File: src/rtl/system_memcopy_pkg.sv
// Shared state encoding and default widths for the on-chip memory copy engine.
package system_memcopy_pkg;

  localparam int MEMCOPY_ADDR_W = 12;
  localparam int MEMCOPY_DATA_W = 32;

  typedef enum logic [2:0] {
    IDLE,
    READ,
    WAIT,
    WRITE,
    DONE
  } memcopyState_t;

endpackage

File: src/rtl/system_onchip_memcopy_if.sv
// Control handshake and Avalon-MM bus bundles for the memory copy engine.
interface system_memcopy_ctrl_if
  import system_memcopy_pkg::*;
#(
  parameter int ADDR_W = MEMCOPY_ADDR_W
);

  logic              start;
  logic [ADDR_W-1:0] src_addr;
  logic [ADDR_W-1:0] dst_addr;
  logic [ADDR_W:0]   length;
  logic              abort;
  logic              busy;
  logic              done;

  modport master (
    output start, src_addr, dst_addr, length, abort,
    input  busy, done
  );

  modport slave (
    input  start, src_addr, dst_addr, length, abort,
    output busy, done
  );

endinterface

interface system_memcopy_avm_if
  import system_memcopy_pkg::*;
#(
  parameter int ADDR_W = MEMCOPY_ADDR_W,
  parameter int DATA_W = MEMCOPY_DATA_W
);

  logic [ADDR_W-1:0]   m_address;
  logic [DATA_W/8-1:0] m_byteenable;
  logic                m_chipselect;
  logic                m_clken;
  logic                m_write;
  logic [DATA_W-1:0]   m_writedata;
  logic [DATA_W-1:0]   m_readdata;

  modport master (
    output m_address, m_byteenable, m_chipselect, m_clken, m_write, m_writedata,
    input  m_readdata
  );

  modport slave (
    input  m_address, m_byteenable, m_chipselect, m_clken, m_write, m_writedata,
    output m_readdata
  );

endinterface

File: src/rtl/system_memcopy_addr_gen.sv
// Read/write pointer and remaining-count tracking with overlap-safe direction choice.
module system_memcopy_addr_gen
  import system_memcopy_pkg::*;
#(
  parameter int ADDR_W = MEMCOPY_ADDR_W
)
(
  input  logic              clk,
  input  logic              reset_n,
  input  logic              i_load,
  input  logic              i_step,
  input  logic [ADDR_W-1:0] i_src,
  input  logic [ADDR_W-1:0] i_dst,
  input  logic [ADDR_W:0]   i_len,
  output logic [ADDR_W-1:0] o_rdNext,
  output logic [ADDR_W-1:0] o_wrPtr,
  output logic              o_last
);

  logic [ADDR_W-1:0] r_rdPtr;
  logic [ADDR_W-1:0] r_wrPtr;
  logic [ADDR_W:0]   r_remain;
  logic              r_desc;

  logic [ADDR_W-1:0] w_diff;
  logic [ADDR_W-1:0] w_span;
  logic [ADDR_W-1:0] w_rdStart;
  logic [ADDR_W-1:0] w_wrStart;
  logic [ADDR_W-1:0] w_rdStep;
  logic [ADDR_W-1:0] w_wrStep;
  logic              w_desc;

  // Copy backwards only when the destination starts inside the source block.
  assign w_diff    = i_dst - i_src;
  assign w_desc    = (w_diff != '0) && ({1'b0, w_diff} < i_len);
  assign w_span    = i_len[ADDR_W-1:0] - ADDR_W'(1);
  assign w_rdStart = w_desc ? (i_src + w_span) : i_src;
  assign w_wrStart = w_desc ? (i_dst + w_span) : i_dst;
  assign w_rdStep  = r_desc ? (r_rdPtr - ADDR_W'(1)) : (r_rdPtr + ADDR_W'(1));
  assign w_wrStep  = r_desc ? (r_wrPtr - ADDR_W'(1)) : (r_wrPtr + ADDR_W'(1));

  // Next read address lets the top register m_address in the same edge as the pointer.
  assign o_rdNext = i_load ? w_rdStart : (i_step ? w_rdStep : r_rdPtr);
  assign o_wrPtr  = r_wrPtr;
  assign o_last   = (r_remain == (ADDR_W+1)'(1));

  always_ff @(posedge clk or negedge reset_n) begin
    if (!reset_n) begin
      r_rdPtr  <= '0;
      r_wrPtr  <= '0;
      r_remain <= '0;
      r_desc   <= 1'b0;
    end else if (i_load) begin
      r_rdPtr  <= w_rdStart;
      r_wrPtr  <= w_wrStart;
      r_remain <= i_len;
      r_desc   <= w_desc;
    end else if (i_step) begin
      r_rdPtr  <= w_rdStep;
      r_wrPtr  <= w_wrStep;
      r_remain <= r_remain - (ADDR_W+1)'(1);
    end
  end

endmodule

File: src/rtl/system_onchip_memcopy.sv
// Avalon-MM block copy engine for the on-chip RAM, three cycles per word.
// Optional running checksum of copied words: SYSTEM_MEMCOPY_CHECKSUM_EN.
module system_onchip_memcopy
  import system_memcopy_pkg::*;
#(
  parameter int ADDR_W = MEMCOPY_ADDR_W,
  parameter int DATA_W = MEMCOPY_DATA_W
)
(
  input logic                  clk,
  input logic                  reset_n,
  system_memcopy_ctrl_if.slave ctrl,
  system_memcopy_avm_if.master avm
`ifdef SYSTEM_MEMCOPY_CHECKSUM_EN
  ,
  output logic [DATA_W-1:0]    checksum
`endif
);

  memcopyState_t r_state;
  logic              r_busy;
  logic              r_done;
  logic [ADDR_W-1:0] r_address;
  logic              r_chipselect;
  logic              r_clken;
  logic              r_write;
  logic [DATA_W-1:0] r_writedata;

  logic              w_load;
  logic              w_step;
  logic              w_last;
  logic              w_abort;
  logic [ADDR_W-1:0] w_rdNext;
  logic [ADDR_W-1:0] w_wrPtr;

  assign w_load  = (r_state == IDLE) && ctrl.start;
  assign w_step  = (r_state == WRITE);
  assign w_abort = ctrl.abort && (r_state inside {READ, WAIT, WRITE});

  system_memcopy_addr_gen #(
    .ADDR_W (ADDR_W)
  ) u_addrGen (
    .clk      (clk),
    .reset_n  (reset_n),
    .i_load   (w_load),
    .i_step   (w_step),
    .i_src    (ctrl.src_addr),
    .i_dst    (ctrl.dst_addr),
    .i_len    (ctrl.length),
    .o_rdNext (w_rdNext),
    .o_wrPtr  (w_wrPtr),
    .o_last   (w_last)
  );

`ifdef SYSTEM_MEMCOPY_CHECKSUM_EN
  logic [DATA_W-1:0] r_checksum;

  always_ff @(posedge clk or negedge reset_n) begin
    if (!reset_n) begin
      r_checksum <= '0;
    end else if (w_load) begin
      r_checksum <= '0;
    end else if ((r_state == WAIT) && !ctrl.abort) begin
      r_checksum <= r_checksum + avm.m_readdata;
    end
  end

  assign checksum = r_checksum;
`endif

  // Bus outputs are set on the edge entering each state so they line up with it.
  always_ff @(posedge clk or negedge reset_n) begin
    if (!reset_n) begin
      r_state      <= IDLE;
      r_busy       <= 1'b0;
      r_done       <= 1'b0;
      r_address    <= '0;
      r_chipselect <= 1'b0;
      r_clken      <= 1'b0;
      r_write      <= 1'b0;
      r_writedata  <= '0;
    end else if (w_abort) begin
      r_state      <= IDLE;
      r_busy       <= 1'b0;
      r_chipselect <= 1'b0;
      r_clken      <= 1'b0;
      r_write      <= 1'b0;
    end else begin
      case (r_state)
        IDLE: begin
          if (ctrl.start) begin
            r_busy  <= 1'b1;
            r_clken <= 1'b1;
            if (ctrl.length == '0) begin
              r_state <= DONE;
              r_done  <= 1'b1;
            end else begin
              r_state      <= READ;
              r_address    <= w_rdNext;
              r_chipselect <= 1'b1;
            end
          end
        end
        READ: begin
          r_state      <= WAIT;
          r_chipselect <= 1'b0;
        end
        WAIT: begin
          r_state      <= WRITE;
          r_writedata  <= avm.m_readdata;
          r_address    <= w_wrPtr;
          r_chipselect <= 1'b1;
          r_write      <= 1'b1;
        end
        WRITE: begin
          r_write <= 1'b0;
          if (w_last) begin
            r_state      <= DONE;
            r_done       <= 1'b1;
            r_chipselect <= 1'b0;
          end else begin
            r_state      <= READ;
            r_address    <= w_rdNext;
            r_chipselect <= 1'b1;
          end
        end
        DONE: begin
          r_state <= IDLE;
          r_done  <= 1'b0;
          r_busy  <= 1'b0;
          r_clken <= 1'b0;
        end
        default: begin
          r_state <= IDLE;
        end
      endcase
    end
  end

  assign ctrl.busy        = r_busy;
  assign ctrl.done        = r_done;
  assign avm.m_address    = r_address;
  assign avm.m_byteenable = '1;
  assign avm.m_chipselect = r_chipselect;
  assign avm.m_clken      = r_clken;
  assign avm.m_write      = r_write;
  assign avm.m_writedata  = r_writedata;

endmodule

File: src/flat_wrapper.sv
// flat-port wrapper written by rule: the top's interface ports become plain ports
module system_onchip_memcopy_flat import system_memcopy_pkg::*;
#(
  parameter int ADDR_W = MEMCOPY_ADDR_W,
  parameter int DATA_W = MEMCOPY_DATA_W
)
  (clk, reset_n, ctrl_start, ctrl_src_addr, ctrl_dst_addr, ctrl_length, ctrl_abort, ctrl_busy, ctrl_done, avm_m_address, avm_m_byteenable, avm_m_chipselect, avm_m_clken, avm_m_write, avm_m_writedata, avm_m_readdata);
  system_memcopy_ctrl_if #(.ADDR_W(ADDR_W)) ctrl_i ();
  system_memcopy_avm_if #(.ADDR_W(ADDR_W), .DATA_W(DATA_W)) avm_i ();
  input logic clk;
  input logic reset_n;
  input wire logic [$bits(ctrl_i.start)-1:0] ctrl_start;
  input wire logic [$bits(ctrl_i.src_addr)-1:0] ctrl_src_addr;
  input wire logic [$bits(ctrl_i.dst_addr)-1:0] ctrl_dst_addr;
  input wire logic [$bits(ctrl_i.length)-1:0] ctrl_length;
  input wire logic [$bits(ctrl_i.abort)-1:0] ctrl_abort;
  output wire logic [$bits(ctrl_i.busy)-1:0] ctrl_busy;
  output wire logic [$bits(ctrl_i.done)-1:0] ctrl_done;
  output wire logic [$bits(avm_i.m_address)-1:0] avm_m_address;
  output wire logic [$bits(avm_i.m_byteenable)-1:0] avm_m_byteenable;
  output wire logic [$bits(avm_i.m_chipselect)-1:0] avm_m_chipselect;
  output wire logic [$bits(avm_i.m_clken)-1:0] avm_m_clken;
  output wire logic [$bits(avm_i.m_write)-1:0] avm_m_write;
  output wire logic [$bits(avm_i.m_writedata)-1:0] avm_m_writedata;
  input wire logic [$bits(avm_i.m_readdata)-1:0] avm_m_readdata;
  assign ctrl_i.start = ctrl_start;
  assign ctrl_i.src_addr = ctrl_src_addr;
  assign ctrl_i.dst_addr = ctrl_dst_addr;
  assign ctrl_i.length = ctrl_length;
  assign ctrl_i.abort = ctrl_abort;
  assign ctrl_busy = ctrl_i.busy;
  assign ctrl_done = ctrl_i.done;
  assign avm_m_address = avm_i.m_address;
  assign avm_m_byteenable = avm_i.m_byteenable;
  assign avm_m_chipselect = avm_i.m_chipselect;
  assign avm_m_clken = avm_i.m_clken;
  assign avm_m_write = avm_i.m_write;
  assign avm_m_writedata = avm_i.m_writedata;
  assign avm_i.m_readdata = avm_m_readdata;
  system_onchip_memcopy #(.ADDR_W(ADDR_W), .DATA_W(DATA_W)) u_core (.clk(clk), .reset_n(reset_n), .ctrl(ctrl_i), .avm(avm_i));
endmodule
File: config.mk
export PLATFORM = sky130hd
export DESIGN_NAME = system_onchip_memcopy_flat
export DESIGN_NICKNAME = d
export VERILOG_FILES = /design/src/rtl/system_memcopy_pkg.sv /design/src/rtl/system_onchip_memcopy_if.sv /design/src/rtl/system_memcopy_addr_gen.sv /design/src/rtl/system_onchip_memcopy.sv /design/src/flat_wrapper.sv
export SDC_FILE = /design/constraint.sdc
export NUM_CORES = 1
export LEC_CHECK = 0
export BUFFER_PORTS_ARGS = -buffer_cell sky130_fd_sc_hd__clkbuf_2
export CAP_MARGIN = 10
export CORE_ASPECT_RATIO = 0.9
export CORE_MARGIN = 5
export CORE_UTILIZATION = 60
export CTS_CLUSTER_DIAMETER = 120
export DETAILED_ROUTE_END_ITERATION = 10
export MAX_ROUTING_LAYER = met4
export PLACE_DENSITY = 0.91
export SETUP_SLACK_MARGIN = 0.15
export SYNTH_ARGS = -nofsm -noshare
export SYNTH_HDL_FRONTEND = slang
export SYNTH_SLANG_ARGS = --single-unit
File: constraint.sdc
create_clock -name clk -period 5.8 [get_ports clk]
set_input_delay 0.87 -clock clk [delete_from_list [all_inputs] [get_ports clk]]
set_output_delay 0.87 -clock clk [all_outputs]
set_load 0.01 [all_outputs]
# == Yosys cells after proc, flatten, opt, wreduce, memory -nomap -nowiden ==
# Cells that the tools add are included.
# totals
register_bits,89
input_bits,73
output_inout_bits,53
word_cells,85
# op_classes
n_addsub,9
n_lt_le_gt_ge,1
n_eq_ne,12
muxes,33
n_bitwise,1
n_reduce_logical,18
# ops
operator,n
$mux W12,11
$pmux W12 S3,1
$sub A12 B1 Y12 const B,3
$mux W13,2
$add A12 B1 Y12 const B,2
$add A12 B12 Y12,2
$reduce_bool A3 Y1,5
$eq A13 B1 Y1 const B,1
$logic_not A13 Y1,1
$lt A12 B13 Y1,1
$sub A13 B1 Y13 const B,1
$mux W3,4
$pmux W3 S4,1
$reduce_bool A12 Y1,1
$sub A12 B12 Y12,1
$mux W1,10
$reduce_and A5 Y1,2
$ne A2 B2 Y1 const B,4
$eq A3 B2 Y1 const B,2
$ne A3 B2 Y1 const B,2
$reduce_bool A5 Y1,1
$pmux W1 S2,2
$pmux W1 S4,1
$reduce_and A2 Y1,2
other kinds (9),11

# == Logic depth before layout (Yosys ltp) ==
# depth
depth_word,8
depth_mapped,20

# == By module ==
# A second synthesis with hierarchy kept.
# hier_totals
cells_unflattened,804
hier_area_um2,7500.9
# by_module_without_submodules
module,instances,cells_each,area_each_um2
system_memcopy_addr_gen,1,639,5073.6
system_onchip_memcopy,1,165,2427.3

# == Least setup slack after synthesis ==
# No wires, ideal clock.
# synth_path
path_kind,input-to-reg
from,in ctrl_src_addr[4]
to,"reg u_core.r_address[4], in the netlist u_core.avm.m_address[4]"
setup_time_ns,0.124
t_arrival_ns,4.547
path_slack_ns,1.129
cell_stages,17
path_cell_list,inv_1 > ha_1 > nand2_2 > a211o_2 > a21boi_0 > o2111ai_1 > nand3_2 > ha_1 > a21oi_1 > inv_1 > a2111oi_0 > a221o_1 > clkbuf_1 > o31a_2 > nor2_1 > a221o_1 > a211o_1
# synth_via
elab_chain_cells,8
# synth_rtl
element,line_no,source
"start, declared",flat_wrapper.sv:13,input wire logic [$bits(ctrl_i.src_addr)-1:0] ctrl_src_addr;
$sub A12 B12 Y12,system_memcopy_addr_gen.sv:34,assign w_diff = i_dst - i_src;
$lt A12 B13 Y1 or $reduce_bool A12 Y1 (tied branches),system_memcopy_addr_gen.sv:35,"assign w_desc = (w_diff != '0) && ({1'b0, w_diff} < i_len);"
$logic_and A1 B1 Y1,system_memcopy_addr_gen.sv:35,
$mux W12 (*),system_memcopy_addr_gen.sv:37,assign w_rdStart = w_desc ? (i_src + w_span) : i_src;
$mux W12 (*),--,
via u_core.u_addrGen.o_rdNext[4],system_memcopy_addr_gen.sv:15,"output logic [ADDR_W-1:0] o_rdNext,"
$mux W12,system_onchip_memcopy.sv:94,if (ctrl.length == '0) begin
$mux W12,system_onchip_memcopy.sv:91,if (ctrl.start) begin
$pmux W12 S3 (*),system_onchip_memcopy.sv:89,case (r_state)
"end signal, assigned",system_onchip_memcopy.sv:99,r_address <= w_rdNext;
"end signal, assigned",system_onchip_memcopy.sv:111,r_address <= w_wrPtr;
"end signal, assigned",system_onchip_memcopy.sv:123,r_address <= w_rdNext;
"end, declared",system_onchip_memcopy.sv:23,logic [ADDR_W-1:0] r_address;
# Mark *: on every way through the listed nets, which the timed path passes. The rest lies on a longest branch. The select of a mux whose other input is x is not followed.
# A chain may end at the register's enable or synchronous reset.

# == Worst setup path after layout ==
# Same ends and word-level chain as after synthesis.

==> metrics.md <==
| Metric | Value |
|---|---|
| Final Hold Fails | 0 |
| PnR worst setup slack | 0.600 ns |
| Clock sink total | 89 |
| Internal | 2.34 mW |
| Slowest stage delay, CP | 0.64 ns |
| Power Total | 4.26 mW |
| Die height | 114 um |
| Logic pwr share | 58.5% |
| Routability cong. | 1.05 |
| WL met3 | 1870 um |
| Kind of end point of the critical path | register |
| DP Worst Slack | 0.406 ns |
| Total track usage | 30.6% |
| Cells along the critical path | clkbuf_2 > inv_1 > ha_1 > a21oi_2 > and2_1 > a21boi_0 > o2111ai_1 > nand3_2 > ha_1 > a21oi_1 > inv_1 > a2111oi_0 > a221o_1 > o31a_2 > nor2_1 > a221o_1 > a211o_1 |
| Worst Path Required | 6.02 ns |
| CP Class | input pin to register |
| Static Leak | 4.00 nW |
| FMAX | 192 MHz |
| First-pass GRT wire length | 34,400 um |
| Clock slew seen by the registers of the worst setup and hold paths | 0.06 ns |
| Via count | 6,968 |
| ANT cells | 0 |
| Clock power frac | 13.3% |
| Final Cycle Share | 89.7% |
| Post-Route Skew | 0.00894 ns |
| Layout Area Growth over Synthesis | 13.8% |
| Die width | 126 um |
| Vias in the first global route | 6,885 |
| Routed WL per cell | 19.7 um |
| Crit path arrival time | 5.42 ns |
| CORE AREA | 12,000 um2 |
| Hold Path Origin | u_core.avm.m_writedata[6]$_DFFE_PN0P_ |
| WL final | 21,600 um |
| FF+latch count, synth | 89 |
| Wire length on met2 | 10,300 um |
| Final-report max-slew violation count | 0 |
| Dominant synthesized flop cell | dfrtp_1 |
| Post-synth ARST share | 100% |
| RSZ-0062 raised after global routing | false |
| Status | finished clean |
| CTS resizes | 0 |
| Via/cell ratio | 6.36 |
| Top Metal Used | met4 |
| Row cnt | 38 |
| Distinct cell type count after synthesis | 75 |
| Max Cap Viol | 0 |
| R2R depth | 11 |
| Register area share after synthesis | 30.7% |
| Sw Ratio | 45.1% |
| # IOs | 126 |
| Max clock buf depth | 2 |
| Multi-input logic area | 4720 um2 |
| HP Class | register to register |
| Root Buffer | clkbuf_16 |
| Hold Crit Endpoint | u_core.avm.m_writedata[6]$_DFFE_PN0P_ |
| Metal-1 WL | 8670 um |
| Slowest CP cell | a2111oi_0 |
| Syn_area_per_cell | 8.87 um2 |
| H-Tree Level Count | 3 |
| Sequential power share | 28.2% |
| Net count, final | 1,077 |
| Initial antenna violation count | 0 |
| Setup crit start kind | input pin |
| CTS Hold Buffers Added | 0 |
| Total die area | 14,400 um2 |
| Share of cells above drive strength 1 | 20.6% |
| Filler instances | 937 |
| Crit path time final | 5.20 ns |
| Hold Path Stages | 1 |
| Synthesized cell area | 7260 um2 |
| GR Overflow Total | 0 |
| Max IR drop VDD | 0.243 mV |
| DRC errors left | 0 |
| Worst slew margin | 34.3% |
| DP HPWL | 16,800 um |
| Worst skew pair latency | 0.34 ns |
| Setup TNS | 0 ns |
| Setup bufs post-CTS | 0 |
| Pwr Density | 515 nW/um2 |
| Critical-path maximum fanout | 11 |
| R2r startpoint | u_core.u_addrGen.r_desc$_DFFE_PN0P_ |
| Starting Density | 60.6% |
| Number of flops mapped to enable cells by yosys | 0 |
| Post-route ant nets | 0 |
| Gate Count Post-Synth | 819 |
| RR Endpoint | u_core.avm.m_address[10]$_DFFE_PN0P_ |
| Synth Warn # | 0 |
| Final setup viols | 0 |
| NetSw | 1.92 mW |
| Total area of sequential cells | 2230 um2 |
| Port buffer count | 121 |
| Largest net degree at the start of global routing | 48 |
| CTS tree | done |
| CTS buffer count | 9 |
| Actual slew at the worst max-slew pin | 0.981 ns |
| Starting DRT DRC Count | 774 |
| Setup slack, reg-to-reg | 1.91 ns |
| DRT Pass-1 Iters | 5 |
-- synth_stat cells (19+ instances only) --
cell type / n / share of area, %
a21o_1: 19 / 2.0
a21oi_1: 51 / 3.5
clkbuf_1: 19 / 0.98
dfrtp_1: 89 / 31
ha_1: 68 / 12
inv_1: 51 / 2.6
mux2_2: 32 / 5.0
nand2_1: 66 / 3.4
nand3_1: 25 / 1.7
nor2_1: 51 / 2.6
nor3_1: 26 / 1.8
o21ai_0: 54 / 3.7
xnor2_1: 34 / 4.1
-- registers in the layout, summed over array words and instances, names as in the netlist --
signal and count:
u_core.u_addrGen.r_rdPtr 12, u_core.avm.m_writedata 32, u_core.avm.m_chipselect 1, u_core.u_addrGen.r_remain 13, u_core.r_state 3, u_core.avm.m_write 1
u_core.avm.m_clken 1, u_core.u_addrGen.r_desc 1, u_core.ctrl.done 1, u_core.avm.m_address 12, u_core.u_addrGen.o_wrPtr 12
-- logic make-up (layout without fill, tap and decap cells) --
family | count (synthesis) | after routing | share of synthesized area (%)
mux | 41 | 41 | 6.20
xor+xnor | 48 | 48 | 5.79
flops | 89 | 89 | 30.7
compound gates | 249 | 249 | 23.3
fa+ha+maj | 73 | 73 | 13.1
other cells | 1 | 4 | 0.0516
buf+inv | 80 | 193 | 4.60
simple gates | 238 | 238 | 16.3
-- per-stage QoR --
step	cells	cell area (um2)	hold slack, ns	util (%)
after CTS	1095	8270	0.508	69.0
after detailed placement	1080	7990	0.495	66.7
final	1095	8270	0.506	69.0
after global routing	1095	8270	0.513	69.0
after global placement	1080	7990	0.487	66.7
after floorplan	822	7280	0.493	-
-- layout make-up --
| class | count | share of cell area, % |
|---|---|---|
| multi-input cells | 653 | 57.1 |
| flip-flops and latches | 89 | 26.9 |
| repair buffers | 127 | 7.90 |
| clock buffers | 12 | 2.86 |
| well taps | 160 | 2.42 |
| inverters | 51 | 2.32 |
| clock inverters | 3 | 0.515 |
-- routing by layer --
layer | track usage [%] | up-vias
met1 | 39.2 | 3257
li1 | - | 3230
met5 | - | -
met2 | 48.0 | 402
met3 | 6.06 | 79
met4 | 12.4 | 0
-- worst max path at each step --
stage,startpoint,end,depth (start not counted)
after CTS,ctrl_src_addr[4],u_core.avm.m_address[4]$_DFFE_PN0P_,17
after global placement,ctrl_src_addr[4],u_core.u_addrGen.o_wrPtr[8]$_DFFE_PN0P_,18
after detailed placement,ctrl_src_addr[4],u_core.avm.m_address[4]$_DFFE_PN0P_,17
after global routing,ctrl_src_addr[4],u_core.u_addrGen.o_wrPtr[8]$_DFFE_PN0P_,18
final,ctrl_src_addr[4],u_core.avm.m_address[4]$_DFFE_PN0P_,17
after floorplan,ctrl_src_addr[4],u_core.avm.m_address[4]$_DFFE_PN0P_,17
-- power groups by stage --
| stage | clock network (mW) | logic (mW) | registers [mW] |
|---|---|---|---|
| 5_1_grt | 0.598 | 2.73 | 1.23 |
| 2_1_floorplan | 0 | 1.71 | 1.19 |
| 6_report | 0.566 | 2.49 | 1.20 |
| 3_5_place_dp | 0 | 2.42 | 1.19 |
| 3_3_place_gp | 0 | 2.34 | 1.16 |
| 4_1_cts | 0.574 | 2.45 | 1.19 |
-- layout by cell type, fill, tap and decap left out, types with 13 or more instances in the layout --
cell type / n
clkbuf_2: 120
dfrtp_1: 89
ha_1: 68
nand2_1: 66
o21ai_0: 54
inv_1: 51
a21oi_1: 51
nor2_1: 50
xnor2_1: 34
mux2_2: 32
nor3_1: 26
nand3_1: 25
a21o_1: 19
a211oi_1: 17
nand2b_1: 14
xor2_1: 14
a211o_1: 13
-- critical path: cells and delay by family --
kind | cells | cell delay, ns
AO/OA/AOI/OAI | 9 | 2.97
AND/OR/NAND/NOR | 3 | 0.58
adder cells (fa/ha/maj) | 2 | 0.74
buffers and inverters | 3 | 0.26
(Power assumes the default switching activity.)
